`src/rtl/mod_updown_counter_if.sv`:
```
// mod_updown_counter_if
// Control and status bundle for the modulo-N up/down counter.
//   en        count enable (one step per clock while high)
//   up        direction: 1 = increment, 0 = decrement
//   load      synchronous parallel-load request
//   load_val  value to load (rejected when >= MODULUS)
//   q         current count, registered
//   tc        terminal count, combinational: the coming edge will wrap
//   wrap      registered one-cycle pulse, valid together with the wrapped q
//   load_err  registered one-cycle pulse after a rejected load
// The master drives the controls; the slave (the counter) drives the status.
interface mod_updown_counter_if #(
  parameter int WIDTH = 4
);
  logic             en;
  logic             up;
  logic             load;
  logic [WIDTH-1:0] load_val;
  logic [WIDTH-1:0] q;
  logic             tc;
  logic             wrap;
  logic             load_err;

  modport master (
    output en, up, load, load_val,
    input  q, tc, wrap, load_err
  );

  modport slave (
    input  en, up, load, load_val,
    output q, tc, wrap, load_err
  );
endinterface

```
`src/rtl/mod_updown_counter.sv`:
```
// mod_updown_counter
// Parametrised modulo-N up/down counter with count enable, parallel load,
// combinational terminal count and registered wrap / load-error pulses.
// Ports:
//   clk    rising-edge clock
//   reset  asynchronous reset, active-high: q=RESET_VAL, pulses cleared
//   bus    mod_updown_counter_if.slave (en, up, load, load_val -> q, tc,
//          wrap, load_err)
// Per-edge priority: reset > load > en > hold. All arithmetic is modulo
// MODULUS, so q always stays within 0..MODULUS-1.
module mod_updown_counter #(
  parameter int WIDTH     = 4,
  parameter int MODULUS   = 16,
  parameter int RESET_VAL = 0
) (
  input  logic                  clk,
  input  logic                  reset,
  mod_updown_counter_if.slave   bus
);

  if ((MODULUS < 2) || (MODULUS > (2 ** WIDTH))) begin : g_bad_modulus
    $error("mod_updown_counter: MODULUS must satisfy 2 <= MODULUS <= 2**WIDTH");
  end
  if ((RESET_VAL < 0) || (RESET_VAL >= MODULUS)) begin : g_bad_reset_val
    $error("mod_updown_counter: RESET_VAL must satisfy 0 <= RESET_VAL < MODULUS");
  end

  // MODULUS may equal 2**WIDTH, so the range check needs one extra bit.
  localparam logic [WIDTH:0]   MOD_EXT = (WIDTH+1)'(MODULUS);
  localparam logic [WIDTH-1:0] Q_MAX   = WIDTH'(MODULUS - 1);
  localparam logic [WIDTH-1:0] Q_RST   = WIDTH'(RESET_VAL);

  logic [WIDTH-1:0] q;
  logic             wrap;
  logic             load_err;
  logic             at_top;
  logic             at_bottom;
  logic             load_ok;

  assign at_top    = (q == Q_MAX);
  assign at_bottom = (q == '0);
  assign load_ok   = ({1'b0, bus.load_val} < MOD_EXT);

  // Next count for an enabled step, wrapping at the modulus boundary rather
  // than at 2**WIDTH.
  function automatic logic [WIDTH-1:0] step_count(
    input logic [WIDTH-1:0] cur,
    input logic             dir_up
  );
    logic [WIDTH-1:0] nxt;
    nxt = cur;
    if (dir_up) begin
      nxt = (cur == Q_MAX) ? '0 : cur + 1'b1;
    end else begin
      nxt = (cur == '0) ? Q_MAX : cur - 1'b1;
    end
    return nxt;
  endfunction

  always_ff @(posedge clk or posedge reset) begin
    if (reset) begin
      q        <= Q_RST;
      wrap     <= 1'b0;
      load_err <= 1'b0;
    end else if (bus.load) begin
      // A rejected load leaves q untouched and only raises the error pulse.
      if (load_ok) begin
        q <= bus.load_val;
      end
      load_err <= ~load_ok;
      wrap     <= 1'b0;
    end else if (bus.en) begin
      q        <= step_count(q, bus.up);
      wrap     <= bus.up ? at_top : at_bottom;
      load_err <= 1'b0;
    end else begin
      wrap     <= 1'b0;
      load_err <= 1'b0;
    end
  end

  // tc anticipates the wrap: high in the cycle whose edge will wrap.
  assign bus.tc       = bus.en & ~bus.load &
                        ((bus.up & at_top) | (~bus.up & at_bottom));
  assign bus.q        = q;
  assign bus.wrap     = wrap;
  assign bus.load_err = load_err;

endmodule

```
`src/flat_wrapper.sv`:
```
// flat-port wrapper written by rule: the top's interface ports become plain ports
module mod_updown_counter_flat 
#(
  parameter int WIDTH     = 4,
  parameter int MODULUS   = 16,
  parameter int RESET_VAL = 0
)
  (clk, reset, bus_en, bus_up, bus_load, bus_load_val, bus_q, bus_tc, bus_wrap, bus_load_err);
  mod_updown_counter_if #(.WIDTH(WIDTH)) bus_i ();
  input  logic clk;
  input  logic reset;
  input wire logic [$bits(bus_i.en)-1:0] bus_en;
  input wire logic [$bits(bus_i.up)-1:0] bus_up;
  input wire logic [$bits(bus_i.load)-1:0] bus_load;
  input wire logic [$bits(bus_i.load_val)-1:0] bus_load_val;
  output wire logic [$bits(bus_i.q)-1:0] bus_q;
  output wire logic [$bits(bus_i.tc)-1:0] bus_tc;
  output wire logic [$bits(bus_i.wrap)-1:0] bus_wrap;
  output wire logic [$bits(bus_i.load_err)-1:0] bus_load_err;
  assign bus_i.en = bus_en;
  assign bus_i.up = bus_up;
  assign bus_i.load = bus_load;
  assign bus_i.load_val = bus_load_val;
  assign bus_q = bus_i.q;
  assign bus_tc = bus_i.tc;
  assign bus_wrap = bus_i.wrap;
  assign bus_load_err = bus_i.load_err;
  mod_updown_counter #(.WIDTH(WIDTH), .MODULUS(MODULUS), .RESET_VAL(RESET_VAL)) u_core (.clk(clk), .reset(reset), .bus(bus_i));
endmodule
```
`config.mk`:
```
export PLATFORM = sky130hd
export DESIGN_NAME = mod_updown_counter_flat
export DESIGN_NICKNAME = d
export VERILOG_FILES = /design/src/rtl/mod_updown_counter_if.sv /design/src/rtl/mod_updown_counter.sv /design/src/flat_wrapper.sv
export SDC_FILE = /design/constraint.sdc
export NUM_CORES = 1
export LEC_CHECK = 0
export CORE_AREA = 2 2 39 41
export CTS_CLUSTER_DIAMETER = 120
export DETAILED_ROUTE_END_ITERATION = 8
export DIE_AREA = 0 0 41 43
export PLACE_DENSITY_LB_ADDON = 0.15
export SETUP_SLACK_MARGIN = 0.3
export SLEW_MARGIN = 20
export SYNTH_ARGS = -nofsm -noshare
export SYNTH_HDL_FRONTEND = slang
export SYNTH_SLANG_ARGS = --single-unit
```
`constraint.sdc`:
```
create_clock -name clk -period 2.83 [get_ports clk]
set_input_delay 0.4245 -clock clk [delete_from_list [all_inputs] [get_ports clk]]
set_output_delay 0.4245 -clock clk [all_outputs]
set_load 0.01 [all_outputs]
```
[Word level (Yosys, flattened, before mapping)]
Cells that the tools add are included.
Cells by class
  $add $sub $neg: 2
  equal/unequal tests: 1
  muxes and demuxes: 8
  bitwise logic cells: 7
  reductions and logical operators: 2
Operators with widths (count)
  4-bit two-way mux: 5
  4-bit by 1-bit adder with 4-bit output (second input constant): 1
  1-bit bitwise AND: 4
  4-bit equality test (second input constant): 1
  4-bit zero test: 1
  4-bit by 1-bit subtractor with 4-bit output (second input constant): 1
  1-bit two-way mux: 3
  1-bit NOT: 2
  2-bit nonzero test: 1
  1-bit OR: 1
Storage, ports and cells
  register bits after elaboration: 5
  input port bits: 9
  output and inout bits: 7

[Longest topological paths before layout]
Gate-level depths: netlist (run 1).
  depth after elaboration: 5
  depth in mapped cells: 6

[Worst setup path before layout (run 1)]
OpenSTA, ideal clock, no wires.
  kind: reg2out
  from: register u_core.q[0], in the netlist u_core.bus.q[0]
  to: output bus_tc
  data arrival time: 1276 ps
  path slack: 1130 ps
  stages on the path, launching flop included: 7
  buffers on the path: 0
  path through: dfrtp_1 > inv_1 > ha_1 > nand2b_4 > nor3_1 > a21oi_1 > nor3_1
Between the ends
  cells in the longest elaborated chain, start to end: 4
  elaborated cells on any way between the ends: 6
  those cells by class: eq/ne: 1; bitwise: 4; reduce/logical: 1
Ends and longest elaborated chain
  from (decl): RTL line mod_updown_counter.sv:33  | logic [WIDTH-1:0] q;
  from (signal assigned): RTL line mod_updown_counter.sv:68  | q <= bus.load_val;
  from (signal assigned): RTL line mod_updown_counter.sv:73  | q <= step_count(q, bus.up);
  4-bit equality test / 4-bit zero test (equally long branches): RTL line mod_updown_counter.sv:40, mod_updown_counter.sv:41
  1-bit bitwise AND: RTL line mod_updown_counter.sv:84  | ((bus.up & at_top) | (~bus.up & at_bottom));
  1-bit OR (*): RTL line mod_updown_counter.sv:84
  1-bit bitwise AND (*): RTL line mod_updown_counter.sv:83  | assign bus.tc = bus.en & ~bus.load &
  to (decl): RTL line flat_wrapper.sv:17  | output wire logic [$bits(bus_i.tc)-1:0] bus_tc;
Mark *: on every way between the ends. The rest lies on a longest branch, timed or not.

[Worst setup path after layout (run 1)]
Ends and elaborated chain as after synthesis.

==> results.sh, run 1 <==
export IMPL_outcome="finished, final reports clean"
export IMPL_grt_busiest_layer="met1"
export IMPL_port_buffers=14
export IMPL_fin_crit_sh_pct=72.0
export IMPL_worst_hold_path_type="in -> async"
export IMPL_start_util_pct=28.4
export IMPL_n_fill_cell=156
export IMPL_placement_cell_area_sq_um=534
export IMPL_syn2layout_area_growth_pct=44.6
export IMPL_cts_tree="yes"
export IMPL_syn_num_nets=59
export IMPL_ys_flop_type="sky130_fd_sc_hd__dfrtp_1"
export IMPL_routabilityCongestion=0.815
export IMPL_post_route_cells_drive_above_1_share_pct=12.5
export IMPL_cap_violations=0
export IMPL_routed_via_count=382
export IMPL_global_route_usage_total_pct=12.5
export IMPL_setup_worst_path_end_class="output port"
export IMPL_synthesis_instances=48
export IMPL_worst_endpoint_required_ns=2.41
export IMPL_final_core_util_pct=41.0
export IMPL_proportion_of_netlist_area_held_by_the_largest_area_contributor_pct=31.8
export IMPL_worst_setup_path_type="reg -> out"
export IMPL_power_share_combinational_pct=31.4
export IMPL_final_hold_violation_count=0
export IMPL_timing_critical_path_from_type="register"
export IMPL_timing_max_transition_violations_final=0
export IMPL_drc=0
export IMPL_drt_initial_drc_count=8
export IMPL_layout_nets=76
export IMPL_globalRoute_totalOverflow=0
export IMPL_async_reset_ff_share_pct=100
export IMPL_die_width_um=41
export IMPL_floorplan_die_height_um=43
export IMPL_cp_top_family="flip-flops"
export IMPL_route_detailed_wl_per_inst_um=10.8
export IMPL_final_worst_clock_skew_ns=0.00380
export IMPL_synth_largest_area_cell="sky130_fd_sc_hd__dfrtp_1"
export IMPL_n_antenna_cell=0
export IMPL_timing_critical_path_mode_cell="sky130_fd_sc_hd__nor3_1"
export IMPL_finalWorstPathRequiredPeriod_ns=2.04
export IMPL_route_antenna_remaining_nets=0
export IMPL_hpwl_um=669
export IMPL_synthesis_area_per_instance_sq_um=8.18
export IMPL_power_switching_share_pct=30.1
export IMPL_clock_sinks=5
export IMPL_number_of_rows_created_at_floorplan=14
export IMPL_pre_repair_dr_iteration_count=2
export IMPL_wl_um=864
export IMPL_clock_transition_at_the_registers_of_the_reported_paths_ns=0.04
export IMPL_yosys_warnings=0
export IMPL_grt_start_max_net_pins=10
export IMPL_final_area_sq_um=568
export IMPL_via_per_inst=4.78
export IMPL_crit_slowest_cell="sky130_fd_sc_hd__dfrtp_2"
export IMPL_hold_buffers=0
export IMPL_cp_arrival_ns=1.61
export IMPL_rsz0062_at_grt="false"
export IMPL_switching_power_summed_over_all_nets_uw=77.3
export IMPL_synth_lib_cells_used_distinct=23
export IMPL_h_tree_depth=1
export IMPL_number_of_global_route_vias_before_repair=318
export IMPL_max_clock_freq_mhz=491
export IMPL_critical_path_n_buffers_inverters=2
export IMPL_clockPowerShare_pct=31.2
export IMPL_syn_area_sq_um=393
export IMPL_globalRouteMet2Util_pct=16.6
export IMPL_synth_seq_cells=5
export IMPL_fin_setup_tns_ns=0
export IMPL_tritoncts_num_buffers=3
export IMPL_core_sq_um=1380
export IMPL_grt_antenna_before_repair=0
export IMPL_crit_path_max_fanout=9
export IMPL_cell_internal_pwr_uw=180
export IMPL_clkLatencyLatePin_ns=0.24
export IMPL_grt_pass1_wl_um=1450
export IMPL_clk_root_buffer_cell="sky130_fd_sc_hd__clkbuf_4"
export IMPL_met3_resource_use_gr_pct=7.85
export IMPL_share_seq_of_total_power_pct=37.4
export IMPL_clk_path_buf_depth=2
export IMPL_power_per_cell_area_nw_per_um2=453
export IMPL_peak_ir_drop_on_the_vdd_network_uv=292
export IMPL_finalSetupViolations=0
export IMPL_synth_most_common_cell="sky130_fd_sc_hd__o21ai_0"
export IMPL_synth_enable_flop_cells=0
export IMPL_post_synth_main_area_contributors="sky130_fd_sc_hd__dfrtp_1 (32%), sky130_fd_sc_hd__o21ai_0 (7.6%), sky130_fd_sc_hd__a21oi_1 (6.4%)"
export IMPL_static_leakage_power_uw=0.000271
export IMPL_met1_usage_pct=17.4
export IMPL_synth_top_cells_by_count="sky130_fd_sc_hd__o21ai_0 (6), sky130_fd_sc_hd__a21oi_1 (5), sky130_fd_sc_hd__dfrtp_1 (5), sky130_fd_sc_hd__inv_1 (4), sky130_fd_sc_hd__nand2_1 (4)"
export IMPL_die_area_sq_um=1760
export IMPL_max_stage_delay_ns=0.45
export IMPL_timing_critical_path_cells="inv_1 > ha_1 > nand2b_4 > nor3_1 > a21oi_1 > nor3_1 > dlymetal6s2s_1"
export IMPL_ys_seq_area_share_pct=31.8
export IMPL_floorplan_io_pins=16
-- worst paths after layout --
check	startpoint	endpoint	slack (ns)	depth (start not counted)
worst max-delay path	u_core.bus.q[0]	bus_tc	0.79	7
worst min-delay path	reset	u_core.bus.q[2]	0.39	2
worst max register to register	u_core.bus.q[0]	u_core.bus.q[3]	1.34	6
worst min register to register	u_core.bus.q[1]	u_core.bus.q[1]	0.67	2
max in group asynchronous	reset	u_core.bus.q[1]	2.25	2
min in group clk	u_core.bus.q[1]	u_core.bus.q[1]	0.67	2
-- timing repair --
item | 4_1_cts | 5_1_grt
endpoints found under the hold margin | 0 | 0
endpoints found under the setup margin | 0 | 1
setup buffers | 0 | 0
gates resized for setup | 0 | 4
-- final cells by class --
| cell class | count | area, sq um | area share, % |
|---|---|---|---|
| well taps | 16 | 20.0 | 3.52 |
| clock buffers | 4 | 26.3 | 4.63 |
| repair buffers | 15 | 153 | 26.9 |
| flip-flops and latches | 5 | 128 | 22.5 |
| inverters | 4 | 15.0 | 2.64 |
| multi-input cells | 36 | 226 | 39.9 |
-- logic make-up after synthesis --
kind of cell               count (synthesis)  synth area share (%)
AOI/OAI and AO/OA                         18                  28.3
and+or+nand+nor                           13                  17.5
buffers and inverters                      7                  10.5
DFF                                        5                  31.8
xor gates and xnor gates                   2                  4.46
adders and majority gates                  2                  6.37
other                                      1                 0.954
-- cell usage in the layout (no fill, tap or decap) --
cell type,Yosys,routed
sky130_fd_sc_hd__a21boi_0,1,1
sky130_fd_sc_hd__a21o_2,1,1
sky130_fd_sc_hd__a21oi_1,5,5
sky130_fd_sc_hd__a31oi_1,1,1
sky130_fd_sc_hd__and3_1,1,1
sky130_fd_sc_hd__buf_4,2,1
sky130_fd_sc_hd__clkbuf_1,0,1
sky130_fd_sc_hd__clkbuf_4,0,3
sky130_fd_sc_hd__clkdlybuf4s50_1,0,12
sky130_fd_sc_hd__conb_1,1,1
sky130_fd_sc_hd__dfrtp_1,5,3
sky130_fd_sc_hd__dfrtp_2,0,2
sky130_fd_sc_hd__dlymetal6s2s_1,0,2
sky130_fd_sc_hd__ha_1,2,2
sky130_fd_sc_hd__inv_1,4,4
sky130_fd_sc_hd__nand2_1,4,4
sky130_fd_sc_hd__nand2b_4,1,1
sky130_fd_sc_hd__nand3_1,1,1
sky130_fd_sc_hd__nor2_1,2,2
sky130_fd_sc_hd__nor2b_1,1,1
sky130_fd_sc_hd__nor3_1,3,3
sky130_fd_sc_hd__o21ai_0,6,6
sky130_fd_sc_hd__o21ba_1,1,1
sky130_fd_sc_hd__o221ai_1,1,1
sky130_fd_sc_hd__o31ai_1,2,2
sky130_fd_sc_hd__xnor2_1,1,1
sky130_fd_sc_hd__xor2_1,1,1
-- layer usage --
layer / part of all wire, % / wire (um)
met4: 0 / 0
met3: 5.6 / 48
met2: 50 / 436
met5: 0 / 0
met1: 44 / 379
-- power by group through the flow --
stage	Clock, uW	Combinational [uW]	Sequential [uW]
2_1_floorplan	0	51.3	93.7
3_3_place_gp	0	82.0	97.1
3_5_place_dp	0	81.3	96.5
4_1_cts	84.7	81.8	95.5
5_1_grt	88.7	90.7	98.4
6_report	80.3	80.7	96.1
-- registers in the layout, indices dropped and copies added (netlist names) --
name             count
u_core.bus.q         4
u_core.bus.wrap      1
-- through the flow --
step / setup WS, ns / hold slack, ns / total power [uW] / instances
finish: 0.792 / 0.386 / 257 / 80
global placement: 0.352 / 0.646 / 179 / 76
CTS: 0.342 / 0.388 / 262 / 80
global route: 0.674 / 0.406 / 278 / 80
floorplan: 1.13 / 0.203 / 145 / 48
detailed placement: 0.346 / 0.645 / 178 / 76
Power figures use the tool's default switching activity.
==> run 2, diff against run 1 <==
- clock period: 2.83 -> 2.1 ns (I/O delays scaled with it)
==> run 2 against run 1 <==
  * Combinational power is 100% higher
  * Sequential cell count stayed put
  * Sequential share of layout area is 3.8 points lower
  * Largest power group is now combinational logic
  * Highest routed layer unchanged
==> results.sh, run 2 (same netlist as run 1, synthesis figures left out) <==
export IMPL_outcome="finished, final reports clean"
export IMPL_worst_endpoint_required_ns=1.78
export IMPL_core_sq_um=1380
export IMPL_timing_critical_path_from_type="register"
export IMPL_grt_antenna_before_repair=0
export IMPL_fin_crit_sh_pct=81.6
export IMPL_power_per_cell_area_nw_per_um2=583
export IMPL_hpwl_um=796
export IMPL_routed_via_count=437
export IMPL_via_per_inst=4.75
export IMPL_report_power_total_uw=392
export IMPL_number_of_rows_created_at_floorplan=14
export IMPL_registers_top_by_ff_count="u_core.bus.q"
export IMPL_route_detailed_wl_per_inst_um=10.5
export IMPL_reg2reg_to="u_core.bus.q[3]"
export IMPL_crit_path_max_fanout=6
export IMPL_clk_root_buffer_cell="sky130_fd_sc_hd__clkbuf_4"
export IMPL_n_fill_cell=134
export IMPL_pre_repair_dr_iteration_count=4
export IMPL_cts_tree="yes"
export IMPL_max_clock_freq_mhz=584
export IMPL_worst_r2r_path_depth=6
export IMPL_setup_worst_path_end_class="output port"
export IMPL_n_antenna_cell=0
export IMPL_globalRoute_totalOverflow=0
export IMPL_routabilityCongestion=0.841
export IMPL_floorplan_die_height_um=43
export IMPL_ff_latch_area_sq_um=125
export IMPL_drt_initial_drc_count=7
export IMPL_finalSetupViolations=0
export IMPL_syn2layout_area_growth_pct=71.0
export IMPL_die_area_sq_um=1760
export IMPL_timing_reg2reg_setup_slack_ns=0.65
export IMPL_worst_hold_path_type="in -> async"
export IMPL_clk_path_buf_depth=2
export IMPL_cp_arrival_ns=1.40
export IMPL_timing_max_transition_violations_final=0
export IMPL_h_tree_depth=1
export IMPL_critPathLaunch="u_core.bus.q[3]"
export IMPL_worst_setup_path_type="reg -> out"
export IMPL_drc=0
export IMPL_grt_start_max_net_pins=10
export IMPL_largest_register_ffs=4
export IMPL_route_antenna_remaining_nets=0
export IMPL_post_route_worst_setup_slack_ns=0.387
export IMPL_global_route_usage_total_pct=14.5
export IMPL_commonest_cells_after_routing_fill_and_taps_aside="sky130_fd_sc_hd__buf_4 (13), sky130_fd_sc_hd__clkdlybuf4s50_1 (12), sky130_fd_sc_hd__o21ai_0 (6), sky130_fd_sc_hd__dfrtp_1 (5)"
export IMPL_rsz0062_at_grt="true"
export IMPL_post_place_ws_ns=-0.0635
export IMPL_clkLatencyLatePin_ns=0.24
export IMPL_static_leakage_power_uw=0.000311
export IMPL_layout_nets=88
export IMPL_start_util_pct=28.4
export IMPL_cap_violations=0
export IMPL_final_common_cell="sky130_fd_sc_hd__buf_4"
export IMPL_tritoncts_num_buffers=3
export IMPL_finalWorstPathRequiredPeriod_ns=1.71
export IMPL_number_of_global_route_vias_before_repair=405
export IMPL_floorplan_io_pins=16
export IMPL_port_buffers=14
export IMPL_die_width_um=41
export IMPL_worstReg2RegStart="u_core.bus.q[0]"
export IMPL_clock_transition_at_the_registers_of_the_reported_paths_ns=0.04
export IMPL_grt_pass1_wl_um=1690
export IMPL_wl_um=967
export IMPL_final_worst_clock_skew_ns=0.000918
export IMPL_final_hold_violation_count=0
export IMPL_peak_ir_drop_on_the_vdd_network_uv=378
export IMPL_area_of_combinational_cells_with_multiple_inputs_sq_um=254
export IMPL_post_route_cells_drive_above_1_share_pct=31.6
export IMPL_largestRegisters="u_core.bus.q (4), u_core.bus.wrap (1)"
export IMPL_critPathCapture="bus_q[3]"
export IMPL_clock_sinks=5
run 2: metrics by stage:
stage	hold slack [ns]	instance area [sq um]	utilization (%)	cells	setup TNS, ns
after global routing	0.279	672	48.6	92	0
after detailed placement	0.537	617	44.6	87	-0.0635
after CTS	0.277	666	48.1	92	0
after floorplan	0.0935	393	-	48	0
final	0.279	672	48.6	92	0
after global placement	0.534	617	44.6	87	-0.0677
run 2: worst min-delay path by stage:
stage	end	slack (ns)	cells past startpoint	from
2_1_floorplan	u_core.bus.q[0]	0.09	1	reset
3_3_place_gp	u_core.bus.wrap	0.53	2	reset
3_5_place_dp	u_core.bus.q[1]	0.54	2	reset
4_1_cts	u_core.bus.q[2]	0.28	2	reset
5_1_grt	u_core.bus.wrap	0.28	2	reset
6_report	u_core.bus.q[2]	0.28	2	reset
run 2: area by class of cell:
type                       instances  area share (%)
inverter                           4            2.23
sequential                         5            18.6
multi-input combinational         36            37.8
tap                               16            2.98
clock buffer                       4            3.91
timing repair buffer              27            34.5
run 2: metal layers:
layer	wire, um	vias to the layer above	GRT usage [%]
li1	-	220	-
met1	404	204	18.6
met2	501	13	20.6
met3	61	0	9.42
met4	0	0	2.00
met5	0	-	0
run 2: repair_timing:
action,in CTS,in global routing
gates resized for setup,11,1
hold buffers,0,0
pin swaps,2,0
setup buffers,1,0
setup endpoints to repair,1,1
run 2: critical path, stage by stage (launching register included):
cell,delay [ns]
sky130_fd_sc_hd__dfrtp_1,0.45
sky130_fd_sc_hd__buf_4,0.18
sky130_fd_sc_hd__clkdlybuf4s50_1,0.53
run 2: where the power goes:
group,leakage (uW),switching (uW),total (uW),internal [uW]
clock,0.0000150,38.0,110,71.7
combinational,0.000234,66.5,161,94.1
sequential,0.0000617,15.0,122,107
